$ cat config.mk
export PLATFORM = sky130hd
export DESIGN_NAME = door_ctrl_param
export DESIGN_NICKNAME = d
export VERILOG_FILES = /design/src/rtl/door_ctrl_param.sv
export SDC_FILE = /design/constraint.sdc
export NUM_CORES = 1
export LEC_CHECK = 0
export CAP_MARGIN = 30
export CORE_MARGIN = 4
export CORE_UTILIZATION = 46
export DETAILED_ROUTE_END_ITERATION = 16
export GPL_TIMING_DRIVEN = 0
export PLACE_DENSITY = 0.74
export SLEW_MARGIN = 30
export SYNTH_ARGS = -nofsm -noshare
export SYNTH_HDL_FRONTEND = slang
export SYNTH_SLANG_ARGS = --single-unit
$ cat constraint.sdc
create_clock -name clk -period 1.7 [get_ports clk]
set_clock_uncertainty 0.05 [all_clocks]
set_input_delay 0.34 -clock clk [delete_from_list [all_inputs] [get_ports clk]]
set_output_delay 0.34 -clock clk [all_outputs]
set_load 0.01 [all_outputs]
$ cat src/rtl/door_ctrl_param.sv
// door_ctrl_param: parametrised N-leaf sliding-door controller with hold timer, motion
// watchdog, lock/bolt and intrusion alarm. Optional alarm auto-clear: DOOR_ALARM_AUTOCLR_EN.
module door_ctrl_param #(
  parameter int LEAVES         = 2,
  parameter int HOLD_CYCLES    = 4,
  parameter int MOTION_TIMEOUT = 16,
  parameter int MAX_ATTEMPTS   = 3,
  parameter int ALARM_CYCLES   = 8
) (
  input  logic              clk,
  input  logic              reset,
  input  logic              pa,
  input  logic              pp,
  input  logic              mo,
  input  logic              lk,
  input  logic [LEAVES-1:0] lim_o,
  input  logic              lim_c,
  output logic              mot_o,
  output logic              mot_c,
  output logic              bt,
  output logic              alarm,
  output logic              fault,
  output logic [2:0]        state
);

  localparam int HW = $clog2(HOLD_CYCLES + 1);
  localparam int MW = $clog2(MOTION_TIMEOUT + 1);
  localparam int AW = $clog2(MAX_ATTEMPTS + 1);

  localparam logic [HW-1:0] HOLD_LOAD   = HW'(HOLD_CYCLES);
  localparam logic [MW-1:0] MOTION_LAST = MW'(MOTION_TIMEOUT - 1);
  localparam logic [AW-1:0] ATT_MAX     = AW'(MAX_ATTEMPTS);
  localparam logic [AW-1:0] ATT_PRE     = AW'(MAX_ATTEMPTS - 1);

  if (LEAVES < 1 || HOLD_CYCLES < 1 || MOTION_TIMEOUT < 2 ||
      MAX_ATTEMPTS < 1 || ALARM_CYCLES < 1) begin : g_bad_params
    $error("door_ctrl_param: parameter out of range");
  end

  typedef enum logic [2:0] {
    S_CLOSED  = 3'd0,
    S_OPENING = 3'd1,
    S_OPEN    = 3'd2,
    S_CLOSING = 3'd3,
    S_LOCKED  = 3'd4,
    S_FAULT   = 3'd5
  } state_t;

  state_t        state_q, state_d;
  logic [MW-1:0] motion_q, motion_d;
  logic [HW-1:0] hold_q, hold_d;
  logic [AW-1:0] attempts_q, attempts_d;
  logic          alarm_q, alarm_d;
  logic          mo_q;
  logic          mo_rise;
  logic          alarm_set;

`ifdef DOOR_ALARM_AUTOCLR_EN
  localparam int TW = $clog2(ALARM_CYCLES + 1);
  localparam logic [TW-1:0] ALARM_LOAD = TW'(ALARM_CYCLES);
  logic [TW-1:0] alarm_tmr_q, alarm_tmr_d;
`endif

  assign mo_rise = mo & ~mo_q;

  always_comb begin
    state_d    = state_q;
    motion_d   = motion_q;
    hold_d     = hold_q;
    attempts_d = attempts_q;
    alarm_set  = 1'b0;

    case (state_q)
      S_CLOSED: begin
        if (pa | mo) begin
          state_d  = S_OPENING;
          motion_d = '0;
        end else if (lk) begin
          state_d = S_LOCKED;
        end
      end
      S_OPENING: begin
        if (&lim_o) begin
          state_d = S_OPEN;
          hold_d  = HOLD_LOAD;
        end else if (motion_q == MOTION_LAST) begin
          state_d = S_FAULT;
        end else begin
          motion_d = motion_q + MW'(1);
        end
      end
      S_OPEN: begin
        if (pa | pp) begin
          hold_d = HOLD_LOAD;
        end else if (hold_q == HW'(1)) begin
          state_d  = S_CLOSING;
          motion_d = '0;
        end else begin
          hold_d = hold_q - HW'(1);
        end
      end
      S_CLOSING: begin
        // Someone in the way always reopens, even if the closed limit trips this cycle.
        if (pa | pp) begin
          state_d  = S_OPENING;
          motion_d = '0;
        end else if (lim_c) begin
          state_d = S_CLOSED;
        end else if (motion_q == MOTION_LAST) begin
          state_d = S_FAULT;
        end else begin
          motion_d = motion_q + MW'(1);
        end
      end
      S_LOCKED: begin
        if (!lk) begin
          state_d    = S_CLOSED;
          attempts_d = '0;
        end else if (mo_rise && attempts_q != ATT_MAX) begin
          attempts_d = attempts_q + AW'(1);
          alarm_set  = (attempts_q == ATT_PRE);
        end
      end
      S_FAULT: begin
        state_d = S_FAULT;
      end
      default: begin
        state_d = S_FAULT;
      end
    endcase

    alarm_d = alarm_q | alarm_set;

`ifdef DOOR_ALARM_AUTOCLR_EN
    alarm_tmr_d = alarm_tmr_q;
    if (alarm_set) begin
      alarm_tmr_d = ALARM_LOAD;
    end else if (alarm_q) begin
      // Expiry also rearms the attempt counter so a fresh series is needed.
      if (alarm_tmr_q == TW'(1)) begin
        alarm_d     = 1'b0;
        attempts_d  = '0;
        alarm_tmr_d = '0;
      end else begin
        alarm_tmr_d = alarm_tmr_q - TW'(1);
      end
    end
`endif
  end

  always_ff @(posedge clk or posedge reset) begin
    if (reset) begin
      state_q    <= S_CLOSED;
      motion_q   <= '0;
      hold_q     <= '0;
      attempts_q <= '0;
      alarm_q    <= 1'b0;
      mo_q       <= 1'b0;
    end else begin
      state_q    <= state_d;
      motion_q   <= motion_d;
      hold_q     <= hold_d;
      attempts_q <= attempts_d;
      alarm_q    <= alarm_d;
      mo_q       <= mo;
    end
  end

`ifdef DOOR_ALARM_AUTOCLR_EN
  always_ff @(posedge clk or posedge reset) begin
    if (reset) begin
      alarm_tmr_q <= '0;
    end else begin
      alarm_tmr_q <= alarm_tmr_d;
    end
  end
`endif

  assign mot_o = (state_q == S_OPENING);
  assign mot_c = (state_q == S_CLOSING);
  assign bt    = (state_q == S_LOCKED);
  assign fault = (state_q == S_FAULT);
  assign alarm = alarm_q;
  assign state = state_q;

endmodule

==> results.md <==
- Total GRT Usage: 0.1822
- Ports: 17
- Footprint of the multi-input gates: 645.6 µm²
- Period utilisation layout: 1.075
- Number of buffers created by CTS: 3
- RSZ-0062 raised after global routing: yes
- Top_reg_cell synth: dfrtp_1
- Layout cells sized above 1: 0.3529
- WL final: between 2 and 2.5 mm
- Clock Tree Buf Depth: 2
- CTS Sinks: 15
- Area after DPL: ~1200 µm²
- Initial antenna violation count: 0
- Max_cap viols: 0
- Failing checks: setup timing
- Vias in the first global route: between 800 and 900
- CTS tree: yes
- Ant diodes: 0
- Initial drt markers: 24
- R2r endpoint: motion_q[1]
- Total power: ~0.002 W
- Post-synth cell types: slightly above 40
- Setup crit start kind: primary input
- Routed vias: 910
- Slew headroom: 0.6065
- TritonRoute pass-1 iters: 4
- Worst skew pair latency: 0.29 ns
- Power Density: about 1400 nW/µm²
- Worst r2r path cells: 6
- Seq cells post-synth: 15
- Die Ht: ~54 µm
- Final nets: approximately 150
- Post-synthesis cell count: about 100
- Critical path's largest stage delay: 0.55 ns
- Worst setup margin: -0.1275 ns
- Req. time, crit path: 1.88 ns
- Final ANT Viol Nets: 0
- Starting Density: 0.4918
- Hold Path Class: in -> async
- Pin count of the biggest net entering global routing: 16
- Critical path cell sequence: clkdlybuf4s50_1, or4b_4, a22oi_4, and2_4, a32o_1
- Hold Slack: around 0.35 ns
- Worst-path clk slew: around 0.090 ns
- Drt via density: between 5 and 6
- Hold_buf cts: 0
- Critical R2R Launch: hold_q[1]
- Endpoint class of the critical path: flip-flop
- Setup TNS: -0.6992 ns
- Final Hold Viols: 0
- Seq/Total Area, Yosys: 0.3851
- R2R setup slack: -0.13 ns
- I/O Buffers: 16
- Clock root buffer: clkbuf_4
- Remaining Overflow, GRT: 0
- DRC viols: 0
- Fraction of registers with async set/reset: 1.000
- # fillers: 137
- Arr. time, crit path: between 2 and 2.5 ns
- Routed WL per cell: about 15 µm
- DIE AREA: 2919 µm²
- Placeable core region: 1982 µm²
- LEAKAGE: roughly 0.62 nW
- Area Growth Syn to Fin: 43.13%
- Setup CP Type: in -> reg
- Final Instance Area: roughly 1400 µm²
- First-pass GRT wire length: between 3 and 4 mm
- Final setup vio count: 9
- Syn_nets: ~120
- Fmax: 547.2 MHz
- Critical-path top delay cell: or4b_4
- H-tree Lvls: 1
- Commonest non-fill, non-tap cells in the layout: 14 x dfrtp_1, 12 x nand2_1, 11 x buf_4
- Worst-path maximum fanout: 5
- Syn avg cell area: roughly 9.5 µm²
- Worst-Margin Slew: between 0.5 and 0.6 ns
- Max IR drop VDD: 0.7922 mV
- Dpl hpwl: 1.541 mm
- Most common cell after layout, fill and taps aside: dfrtp_1
- Worst setup path start: pp
- Mapped cell area: roughly 970 µm²
- Gpl congestion: 0.8696
- YS warnings: 0
- Sequential cell area: approximately 380 µm²
- FP Rows: 16
- Outcome: complete, but fails checks
- Number of synthesized flops with an enable pin: 0
- Final Max Slew Viols: 0
- Die Wd: between 50 and 60 µm
- Post-layout min period: roughly 1.8 ns
-- metal layers --
layer | track usage | part of all wire | vias up
met3 | 0.03324 | 0.040 | 5
met5 | 0 | 0 | -
met2 | 0.3246 | 0.50 | 27
met1 | 0.2007 | 0.44 | 432
met4 | 0.1037 | 0.018 | 0
li1 | - | - | 446
-- power breakdown --
| part | switching (W) | internal, W | leakage [nW] |
|---|---|---|---|
| combinational | 0.000629 | 0.000646 | 0.418 |
| clock | 0.000122 | 0.0000877 | 0.0177 |
| sequential | 0.0000856 | 0.000448 | 0.188 |
| total | 0.000836 | 0.00118 | 0.625 |
-- cell usage after synthesis, types with 2 or more instances --
library cell	instances	area (µm²)
nand3_1	4	20.02
nor2_1	7	26.28
and2_1	3	18.77
o21ai_0	7	35.03
buf_2	3	15.01
o31ai_1	2	15.01
nand2_1	14	52.55
a31oi_1	3	18.77
inv_1	6	22.52
dfrtp_1	15	375.4
nor2b_1	2	12.51
ha_1	5	62.56
a21oi_1	4	20.02
-- area by class of cell --
class                           instances  share of cell area
Buffer                                  3             0.02422
Clock buffer                            3             0.01614
Clock inverter                          1            0.003587
Inverter                                6             0.01614
Multi-Input combinational cell         79              0.4628
Sequential cell                        15              0.2700
Tap cell                               27             0.02422
Timing Repair Buffer                   29              0.1830
-- registers in the layout (all words and copies together) (netlist names) --
signal and flops:
motion_q 5, mo_q 1, attempts_q 2, state 3, hold_q 3, alarm 1
-- cells by family (layout without fill, tap and decap cells) --
group | after synthesis | in the layout | share of synthesized area
fa+ha+maj | 5 | 5 | 0.06418
compound gates | 33 | 33 | 0.2696
flops | 15 | 15 | 0.3851
buf+inv | 9 | 42 | 0.03850
simple gates | 41 | 41 | 0.2426
-- how the worst max path moves through the flow --
stage,end,cells past startpoint
3_5_place_dp,motion_q[0],5
3_3_place_gp,motion_q[0],5
4_1_cts,bt,5
2_1_floorplan,motion_q[0],6
6_report,motion_q[1],5
5_1_grt,motion_q[0],6
-- through the flow --
step                utilization  setup slack (ns)  instances
floorplan                     -         -0.001406        103
global placement         0.5896           -0.4742        146
global route             0.7039           -0.1835        163
CTS                      0.6604           -0.1606        158
finish                   0.7039           -0.1275        163
detailed placement       0.5896           -0.4814        146
-- worst max-delay path: cells and delay by family --
family / cells / cell delay [ns]
and+or+nand+nor: 2 / 0.79
buffers and inverters: 1 / 0.48
AOI/OAI and AO/OA: 2 / 0.40
-- timing repair --
item                                    CTS  global route
endpoints found under the setup margin   15            14
pin swaps                                 2             5
setup buffers                             8             5
resized for setup                        35            12
endpoints found under the hold margin     0             0
(Power assumes the default switching activity.)
